**src/rtl/edge_pkg.sv**
```systemverilog
// Shared definitions for the edge-detection datapath: stage codes, image size and
// window-geometry helpers used by the sequencer and the filter sub-modules.
package edge_pkg;

  localparam int unsigned IMG_DIM = 20;

  typedef enum logic [2:0] {
    StgIdle = 3'd0,
    StgMed  = 3'd1,
    StgGau  = 3'd2,
    StgSob  = 3'd3,
    StgNms  = 3'd4,
    StgHys  = 3'd5
  } stage_e;

  typedef enum logic [2:0] {
    StIdle,
    StRowStart,
    StScan,
    StDrain,
    StWbReq,
    StDone
  } seq_state_e;

  // Window edge length: Gaussian uses a 5x5 window, every other stage 3x3.
  function automatic int unsigned kdim(input stage_e s);
    return (s == StgGau) ? 32'd5 : 32'd3;
  endfunction

  // Valid window rows (and results per row) for a stage.
  function automatic int unsigned rows(input stage_e s);
    return IMG_DIM - kdim(s) + 32'd1;
  endfunction

  // Filter chain order; anything past hysteresis falls back to idle.
  function automatic stage_e next_stage(input stage_e s);
    case (s)
      StgMed:  return StgGau;
      StgGau:  return StgSob;
      StgSob:  return StgNms;
      StgNms:  return StgHys;
      default: return StgIdle;
    endcase
  endfunction

endpackage

```
**src/rtl/window_addr_gen.sv**
```systemverilog
// Row/column/result counters for the raster scan, plus the register-file addresses
// derived from them: the top pixel of the presented column and the window centre of
// the next returned result.
module window_addr_gen #(
  parameter int unsigned IMG_DIM = edge_pkg::IMG_DIM,
  parameter int unsigned ADDR_W  = 9
) (
  input  logic              clk,
  input  logic              reset,
  input  edge_pkg::stage_e  stage,
  input  logic              frame_clr,
  input  logic              row_next,
  input  logic              col_step,
  input  logic              res_take,
  output logic              col_last,
  output logic              row_last,
  output logic              n_full,
  output logic [ADDR_W-1:0] col_addr,
  output logic [ADDR_W-1:0] wr_addr
);
  import edge_pkg::*;

  localparam int unsigned CW = $clog2(IMG_DIM);
  localparam logic [ADDR_W-1:0] DimA = ADDR_W'(IMG_DIM);

  logic [CW-1:0]     r_q, c_q, n_q;
  logic [CW-1:0]     n_max;
  logic [ADDR_W-1:0] r_a, c_a, n_a, h_a;
  logic              row_clr;

  // Per-stage geometry and address arithmetic; all unsigned ADDR_W, never wraps.
  always_comb begin
    n_max    = CW'(IMG_DIM - kdim(stage) + 32'd1);
    h_a      = ADDR_W'(kdim(stage) >> 1);
    r_a      = ADDR_W'(r_q);
    c_a      = ADDR_W'(c_q);
    n_a      = ADDR_W'(n_q);
    row_clr  = frame_clr || row_next;
    col_last = (c_q == CW'(IMG_DIM - 32'd1));
    row_last = (r_q == n_max - CW'(1));
    n_full   = (n_q == n_max);
    col_addr = r_a * DimA + c_a;
    wr_addr  = (r_a + h_a) * DimA + n_a + h_a;
  end

  // Counters: r restarts per stage, c and n restart on entry to every row.
  always_ff @(posedge clk or posedge reset) begin
    if (reset) begin
      r_q <= '0;
      c_q <= '0;
      n_q <= '0;
    end else begin
      if (frame_clr) begin
        r_q <= '0;
      end else if (row_next) begin
        r_q <= r_q + CW'(1);
      end
      if (row_clr) begin
        c_q <= '0;
      end else if (col_step) begin
        c_q <= c_q + CW'(1);
      end
      if (row_clr) begin
        n_q <= '0;
      end else if (res_take) begin
        n_q <= n_q + CW'(1);
      end
    end
  end

endmodule

```
**src/rtl/edge_stage_sequencer.sv**
```systemverilog
// Top-level scheduler for the edge-detection filter chain: runs median, Gaussian,
// Sobel, non-max and hysteresis in turn, raster-scanning the image row by row and
// requesting a border/copy-back pass between stages.
module edge_stage_sequencer #(
  parameter int unsigned IMG_DIM = edge_pkg::IMG_DIM,
  parameter int unsigned ADDR_W  = 9
) (
  input  logic              clk,
  input  logic              reset,
  input  logic              start,
  output logic              busy,
  output logic              done,
  output logic [2:0]        stage,
  output logic              ksize5,
  output logic              mod_clr,
  output logic              col_valid,
  output logic [ADDR_W-1:0] col_addr,
  input  logic              res_valid,
  output logic              wr_en,
  output logic [ADDR_W-1:0] wr_addr,
  output logic              wb_req,
  input  logic              wb_ack,
  output logic              err
);
  import edge_pkg::*;

  seq_state_e        state_q;
  stage_e            stage_q;
  logic              frame_clr, row_next, col_step, accept_state;
  logic              col_last, row_last, n_full;
  logic [ADDR_W-1:0] col_addr_raw, wr_addr_raw;

  window_addr_gen #(
    .IMG_DIM (IMG_DIM),
    .ADDR_W  (ADDR_W)
  ) u_addr_gen (
    .clk       (clk),
    .reset     (reset),
    .stage     (stage_q),
    .frame_clr (frame_clr),
    .row_next  (row_next),
    .col_step  (col_step),
    .res_take  (wr_en),
    .col_last  (col_last),
    .row_last  (row_last),
    .n_full    (n_full),
    .col_addr  (col_addr_raw),
    .wr_addr   (wr_addr_raw)
  );

  // Counter strobes and result acceptance decoded from the current state.
  always_comb begin
    frame_clr    = ((state_q == StIdle) && start) || ((state_q == StWbReq) && wb_ack);
    row_next     = (state_q == StDrain) && n_full && !row_last;
    col_step     = (state_q == StScan) && !col_last;
    accept_state = (state_q == StRowStart) || (state_q == StScan) || (state_q == StDrain);
    wr_en        = res_valid && accept_state && !n_full;
    // Addresses read as zero when not qualified so idle/reset values are clean.
    wr_addr      = wr_en ? wr_addr_raw : '0;
    col_addr     = col_valid ? col_addr_raw : '0;
    stage        = stage_q;
  end

  // Sequencer FSM with registered control outputs.
  always_ff @(posedge clk or posedge reset) begin
    if (reset) begin
      state_q   <= StIdle;
      stage_q   <= StgIdle;
      busy      <= 1'b0;
      done      <= 1'b0;
      ksize5    <= 1'b0;
      mod_clr   <= 1'b0;
      col_valid <= 1'b0;
      wb_req    <= 1'b0;
    end else begin
      mod_clr <= 1'b0;
      done    <= 1'b0;
      unique case (state_q)
        StIdle: begin
          if (start) begin
            state_q <= StRowStart;
            stage_q <= StgMed;
            busy    <= 1'b1;
            ksize5  <= 1'b0;
            mod_clr <= 1'b1;
          end
        end
        StRowStart: begin
          state_q   <= StScan;
          col_valid <= 1'b1;
        end
        StScan: begin
          if (col_last) begin
            state_q   <= StDrain;
            col_valid <= 1'b0;
          end
        end
        StDrain: begin
          if (n_full) begin
            if (!row_last) begin
              state_q <= StRowStart;
              mod_clr <= 1'b1;
            end else if (stage_q == StgHys) begin
              state_q <= StDone;
              done    <= 1'b1;
            end else begin
              state_q <= StWbReq;
              wb_req  <= 1'b1;
            end
          end
        end
        StWbReq: begin
          if (wb_ack) begin
            state_q <= StRowStart;
            wb_req  <= 1'b0;
            stage_q <= next_stage(stage_q);
            ksize5  <= (next_stage(stage_q) == StgGau);
            mod_clr <= 1'b1;
          end
        end
        StDone: begin
          state_q <= StIdle;
          stage_q <= StgIdle;
          busy    <= 1'b0;
        end
        default: state_q <= StIdle;
      endcase
    end
  end

  // Sticky error: any result the sequencer cannot place.
  always_ff @(posedge clk or posedge reset) begin
    if (reset) begin
      err <= 1'b0;
    end else if (res_valid && !wr_en) begin
      err <= 1'b1;
    end
  end

endmodule

```
**config.mk**
```make
export PLATFORM = sky130hd
export DESIGN_NAME = edge_stage_sequencer
export DESIGN_NICKNAME = d
export VERILOG_FILES = /design/src/rtl/edge_pkg.sv /design/src/rtl/window_addr_gen.sv /design/src/rtl/edge_stage_sequencer.sv
export SDC_FILE = /design/constraint.sdc
export NUM_CORES = 1
export LEC_CHECK = 0
export CAP_MARGIN = 0
export CELL_PAD_IN_SITES_DETAIL_PLACEMENT = 2
export CELL_PAD_IN_SITES_GLOBAL_PLACEMENT = 2
export CORE_UTILIZATION = 34
export DETAILED_ROUTE_END_ITERATION = 12
export PLACE_DENSITY_LB_ADDON = 0.1
export REMOVE_ABC_BUFFERS = 1
export SYNTH_ARGS = -nofsm -noshare
export SYNTH_HDL_FRONTEND = slang
export SYNTH_SLANG_ARGS = --single-unit
export TNS_END_PERCENT = 10
```
**constraint.sdc**
```tcl
create_clock -name clk -period 4.05 [get_ports clk]
set_input_delay 0.81 -clock clk [delete_from_list [all_inputs] [get_ports clk]]
set_output_delay 0.81 -clock clk [all_outputs]
set_load 0.02 [all_outputs]
```
==> results_dict.tcl, run 1 <==
set metrics [dict create \
    synth_area_leader_cell "dfrtp_1" \
    violations "negative setup slack" \
    p_clk_share_pct 8.1 \
    numCtsBuffers 3 \
    yosysSeqAreaShare_pct 29.5 \
    ys_warn_count 0 \
    synth-seq-cells 28 \
    crit_fanout 3 \
    r2r_cells 11 \
    crit_type "flop to output pin" \
    first_global_vias 2148 \
    remaining_drc_errors 0 \
    drt-total-wl_um 6270 \
    worstMarginPinSlew_ns 0.564 \
    via_per_inst 5.12 \
    fp.dieH_um 85.6 \
    route.detailed.wl_per_inst_um 15.6 \
    hold_violations 0 \
    cts_tree "yes" \
    fp-row-count 30 \
    synth_edf_count 0 \
    final_nets 345 \
    sequentialPowerShare_pct 24.6 \
    cts_root_buf "clkbuf_8" \
    dr_wl_met3_um 62 \
    cts_hold_buf 0 \
    max_freq_mhz 237 \
    pwr-share-comb_pct 67.3 \
    dpl-instance-area_um2 2930 \
    fill_cells 791 \
    synthTopCellsByArea "dfrtp_1, ha_1, xnor2_1" \
    hpwlAfterDp_um 4980 \
    drt_iter0_markers 10 \
    worst_setup_path_end_kind "output pin" \
    max_slew_margin_pct 61.9 \
    antenna_cells 0 \
    grt_first_pass_wirelength_um 10600 \
    outcome "finished with violations" \
    start_util_pct 35.0 \
    synth.avg_cell_area_um2 9.29 \
    cts_max_level 1 \
    synth_area_um2 2380 \
    core-area_um2 6790 \
    grt_usage_pct 18.3 \
    clock_skew_ns 0.00268 \
    required_ns 3.24 \
    place_ws_ns -0.371 \
    antenna_found_initial 0 \
    die_w_um 85.6 \
    swShare_pct 45.3 \
    reg2reg_slack_ns 1.55 \
    reg2reg_from "stage[0]$_DFFE_PP0P_" \
    power.density_nw_per_um2 617 \
    rsz0062_at_grt "true" \
    wl_met2_um 3280 \
    path_clk_slew_ns 0.09 \
    fp.dieArea_um2 7330 \
    yosysTopAreaCellShare_pct 29.5 \
    place_congestion 0.718 \
    clock_latency_ns 0.28 \
    wl_met1_um 2890 \
    drv_slew 0 \
    routed-via-count 2064 \
    fin_crit_ns 4.22 \
    reg2reg_to "u_addr_gen.r_q[3]$_DFFE_PP0N_" \
    synth-main-ff-cell "dfrtp_1" \
    power.static_leakage_nw 1.42 \
    synthCells 256 \
    max-vdd-ir-drop_uv 185 \
    ys_types 57 \
    drtPass1Iterations 2 \
    setup_slack_ns -0.166 \
    hold_depth 1 \
    drive_gt1_share_pct 18.2 \
    syn_to_final_growth_pct 29.0 \
    ios 34 \
    grt.overflow.total 0 \
    p_int_mw 1.04 \
    cts.sinks 28 \
    cts_buffer_depth 2 \
    drv_cap 0 \
    hp-class "flop to flop" \
    ant_nets 0 \
    dr.max_layer_used "met4" \
    grt_max_degree 29 \
    p_switching_mw 0.858 \
    setup_viol 2 \
    ys_async_sr_fraction_pct 100 \
    cp.arrival_ns 3.41 \
    min_to "err$_DFFE_PP0P_" \
    finalCritPeriodShare_pct 104 \
    worstHoldStart "err$_DFFE_PP0P_" \
    portBuffers 33 \
    start_kind "flop" \
    final_cell_area_um2 3070 \
]
state kept, by name, summed over array words and instances, names as in the netlist:
register / cells
busy: 1
u_addr_gen.c_q: 5
done: 1
u_addr_gen.n_q: 5
col_valid: 1
u_addr_gen.r_q: 5
mod_clr: 1
wb_req: 1
stage: 3
ksize5: 1
state_q: 3
err: 1
cell type report:
class | count | area (µm²) | share of cell area (%)
Multi-Input combinational cell | 206 | 1650 | 53.9
Sequential cell | 28 | 701 | 22.8
Timing Repair Buffer | 56 | 495 | 16.1
Tap cell | 96 | 120 | 3.91
Inverter | 14 | 57.6 | 1.88
Clock buffer | 3 | 41.3 | 1.35
logic make-up after synthesis:
| group | synth area share [%] |
|---|---|
| buffers and inverters | 4.68 |
| AOI/OAI and AO/OA | 12.5 |
| xor gates and xnor gates | 10.9 |
| DFF | 29.5 |
| muxes | 2.21 |
| and+or+nand+nor | 22.4 |
| adders and majority gates | 17.9 |
Yosys cell counts (all sizes together), types with 3 or more instances:
cell / instances
a21o: 5
a21oi: 16
and2: 10
buf: 4
clkbuf: 4
dfrtp: 28
fa: 5
ha: 26
inv: 13
mux2i: 4
nand2: 20
nand3: 8
nand4: 3
nor2: 24
nor3: 7
o211ai: 3
o21ai: 9
o21bai: 3
or3: 4
xnor2: 15
xor2: 12
cell usage in the layout, fill, tap and decap left out, types with 4 or more instances in the layout:
master and count:
a21o_1 5, a21oi_1 15, and2_1 10, buf_4 26
clkdlybuf4s50_1 27, dfrtp_1 28, fa_1 4, ha_1 22
inv_1 12, nand2_1 19, nand3_1 7, nor2_1 23
nor3_1 6, o21ai_0 7, xnor2_1 12, xor2_1 11
metal layers:
layer | track usage, % | up-vias
met3 | 1.15 | 4
li1 | - | 998
met1 | 23.9 | 1047
met4 | 4.09 | 0
met2 | 33.2 | 15
met5 | 0 | -
per-stage QoR:
| step | TNS [ns] | total power, mW | hold WS (ns) | instances | utilization (%) |
|---|---|---|---|---|---|
| after floorplan | 0 | 1.24 | 0.525 | 248 | - |
| after global placement | -0.419 | 1.64 | 0.461 | 397 | 43.1 |
| after detailed placement | -0.810 | 1.71 | 0.483 | 397 | 43.1 |
| after CTS | -0.273 | 1.89 | 0.506 | 401 | 44.0 |
| after global routing | -0.534 | 2.08 | 0.518 | 403 | 45.2 |
| final | -0.234 | 1.89 | 0.492 | 403 | 45.2 |
worst max-delay path: stages, from the launching register on:
cell and delay (ns):
dfrtp_1 0.40, nor2_2 0.13, nand2_2 0.08, ha_2 0.21, fa_2 0.39, nand3_2 0.11, xnor2_1 0.09, ha_1 0.35
inv_1 0.08, fa_1 0.50, nand2b_4 0.17, o31a_1 0.29, o21a_1 0.19, buf_4 0.15
how the worst max path moves through the flow:
stage,startpoint,to,depth (start not counted)
2_1_floorplan,stage[2]$_DFFE_PP0P_,wr_addr[8],15
3_3_place_gp,stage[2]$_DFFE_PP0P_,wr_addr[7],13
3_5_place_dp,stage[2]$_DFFE_PP0P_,wr_addr[7],13
4_1_cts,stage[2]$_DFFE_PP0P_,wr_addr[7],12
5_1_grt,stage[0]$_DFFE_PP0P_,wr_addr[7],13
6_report,stage[0]$_DFFE_PP0P_,wr_addr[7],13
power by group through the flow:
stage / clock network, mW / registers (mW) / logic [mW]
2_1_floorplan: 0 / 0.475 / 0.760
3_3_place_gp: 0 / 0.467 / 1.18
3_5_place_dp: 0 / 0.472 / 1.24
4_1_cts: 0.162 / 0.467 / 1.26
5_1_grt: 0.169 / 0.483 / 1.42
6_report: 0.153 / 0.465 / 1.28
what timing repair did:
item                       in CTS  in global routing
gates resized for setup        18                 17
buffers inserted                1                  2
pin swaps                       4                  6
setup endpoints to repair       6                  8
No activity file was read; power rests on OpenSTA's default activity.
==> run 2: changes to the inputs <==
TNS_END_PERCENT = unset   (was 10)
==> run 2 against run 1 <==
Effect of this change:
- the run still ends with negative setup slack left
- sequential power is essentially flat
- fmax shrank 0.46%
- die area is the same
==> results_dict.tcl, run 2 (same netlist as run 1, synthesis figures left out) <==
set metrics [dict create \
    hp-class "flop to flop" \
    hold_violations 0 \
    start_util_pct 35.0 \
    final_common_cell "buf_4" \
    place_congestion 0.718 \
    hpwlAfterDp_um 4980 \
    antenna_found_initial 0 \
    cts_buffer_depth 2 \
    r2r_cells 11 \
    hold_depth 1 \
    grt_max_degree 29 \
    core-area_um2 6790 \
    via_per_inst 5.09 \
    outcome "finished with violations" \
    dpl-instance-area_um2 2930 \
    grt_usage_pct 19.4 \
    fp.dieH_um 85.6 \
    top_regs "u_addr_gen.c_q x5, u_addr_gen.n_q x5, u_addr_gen.r_q x5" \
    rsz0062_at_grt "true" \
    reg2reg_to "u_addr_gen.r_q[3]$_DFFE_PP0N_" \
    numCtsBuffers 3 \
    crit_type "flop to output pin" \
    drv_cap 0 \
    die_w_um 85.6 \
    grt.overflow.total 0 \
    worstMarginPinSlew_ns 0.550 \
    fp-row-count 30 \
    remaining_drc_errors 0 \
    cts_root_buf "clkbuf_8" \
    power.density_nw_per_um2 629 \
    fp.dieArea_um2 7330 \
    setup_slack_ns -0.186 \
    cts_hold_buf 0 \
    max_freq_mhz 236 \
    final_nets 350 \
    fill_cells 763 \
    route.detailed.wl_per_inst_um 16.4 \
    crit_fanout 3 \
    max_slew_margin_pct 62.8 \
    power.static_leakage_nw 1.43 \
    min_to "err$_DFFE_PP0P_" \
    clock_skew_ns 0.00524 \
    portBuffers 33 \
    drive_gt1_share_pct 22.1 \
    max-vdd-ir-drop_uv 194 \
    grt_first_pass_wirelength_um 11200 \
    setup_viol 2 \
    drt_iter0_markers 23 \
    finalCritPeriodShare_pct 105 \
    fin_cells 408 \
    drt-total-wl_um 6700 \
    worstHoldStart "err$_DFFE_PP0P_" \
    antenna_cells 0 \
    routed-via-count 2078 \
    final_cell_area_um2 3210 \
    first_global_vias 2192 \
    worst_setup_path_end_kind "output pin" \
    violations "negative setup slack" \
    ios 34 \
    required_ns 3.24 \
    start_kind "flop" \
    drv_slew 0 \
    dp_cells 397 \
    clock_latency_ns 0.28 \
    ant_nets 0 \
    syn_to_final_growth_pct 35.1 \
    reg2reg_slack_ns 1.51 \
    reg2reg_from "stage[0]$_DFFE_PP0P_" \
    cp.arrival_ns 3.43 \
    fin_crit_ns 4.24 \
    drtPass1Iterations 2 \
    final_cell_mix "buf_4, dfrtp_1, clkdlybuf4s50_1" \
    cts_max_level 1 \
    cts.sinks 28 \
    path_clk_slew_ns 0.09 \
    cts_tree "yes" \
]
==> run 2: cell count changes in the layout (fill, tap and decap cells not counted), sizes merged <==
cell / delta
dlymetal6s2s: -2
buf: +5
dlygate4sd2: +1
clkdlybuf4s15: +1
==> run 2: power breakdown <==
part | internal, mW | switching, mW | total (mW)
Sequential | 0.355 | 0.114 | 0.468
Combinational | 0.680 | 0.718 | 1.40
Clock | 0.0670 | 0.0879 | 0.155
==> run 2: worst max path at each step <==
stage                                    start    endpoint  slack (ns)
after global placement    stage[2]$_DFFE_PP0P_  wr_addr[7]       -0.21
after global routing      stage[2]$_DFFE_PP0P_  wr_addr[7]       -0.28
after floorplan           stage[2]$_DFFE_PP0P_  wr_addr[8]       0.007
final                     stage[2]$_DFFE_PP0P_  wr_addr[7]       -0.19
after detailed placement  stage[2]$_DFFE_PP0P_  wr_addr[7]       -0.37
after CTS                 stage[0]$_DFFE_PP0P_  wr_addr[7]       -0.10
==> run 2: layout make-up <==
type	instances	area, µm²	share of cell area, %
Multi-Input combinational cell	206	1750	54.5
Sequential cell	28	701	21.8
Timing Repair Buffer	61	543	16.9
Tap cell	96	120	3.74
Inverter	14	57.6	1.79
Clock buffer	3	41.3	1.28
==> run 2: layer usage <==
layer  vias to the layer above  part of all wire, %  track usage (%)
li1                       1008                    -                -
met1                      1051                   44             24.8
met2                        15                   54             36.1
met3                         4                 0.90             1.15
met4                         0                 0.72             4.09
met5                         -                    0                0
==> run 2: worst max-delay path: stages (launching register included) <==
cell and delay, ns:
dfrtp_1 0.40, nor2_2 0.12, nand2_2 0.10, ha_4 0.18, fa_2 0.41, xor2_4 0.23
buf_12 0.14, ha_4 0.27, inv_2 0.04, fa_1 0.49, nand2b_4 0.18, o31a_1 0.27
o21a_1 0.18, buf_6 0.13
==> run 2: through the flow <==
stage | setup WS [ns] | power, mW | hold slack, ns | TNS, ns | util (%)
after floorplan | 0.00675 | 1.24 | 0.525 | 0 | -
after global placement | -0.211 | 1.64 | 0.461 | -0.419 | 43.1
after detailed placement | -0.371 | 1.71 | 0.483 | -0.810 | 43.1
after CTS | -0.102 | 1.93 | 0.506 | -0.120 | 45.5
after global routing | -0.278 | 2.21 | 0.518 | -0.636 | 47.3
final | -0.186 | 2.02 | 0.492 | -0.322 | 47.3
==> run 2: repair_timing <==
item,in CTS,in global routing
setup endpoints to repair,6,4
setup buffers,4,5
hold endpoints to repair,0,0
pin swaps,12,13
resized for setup,33,17
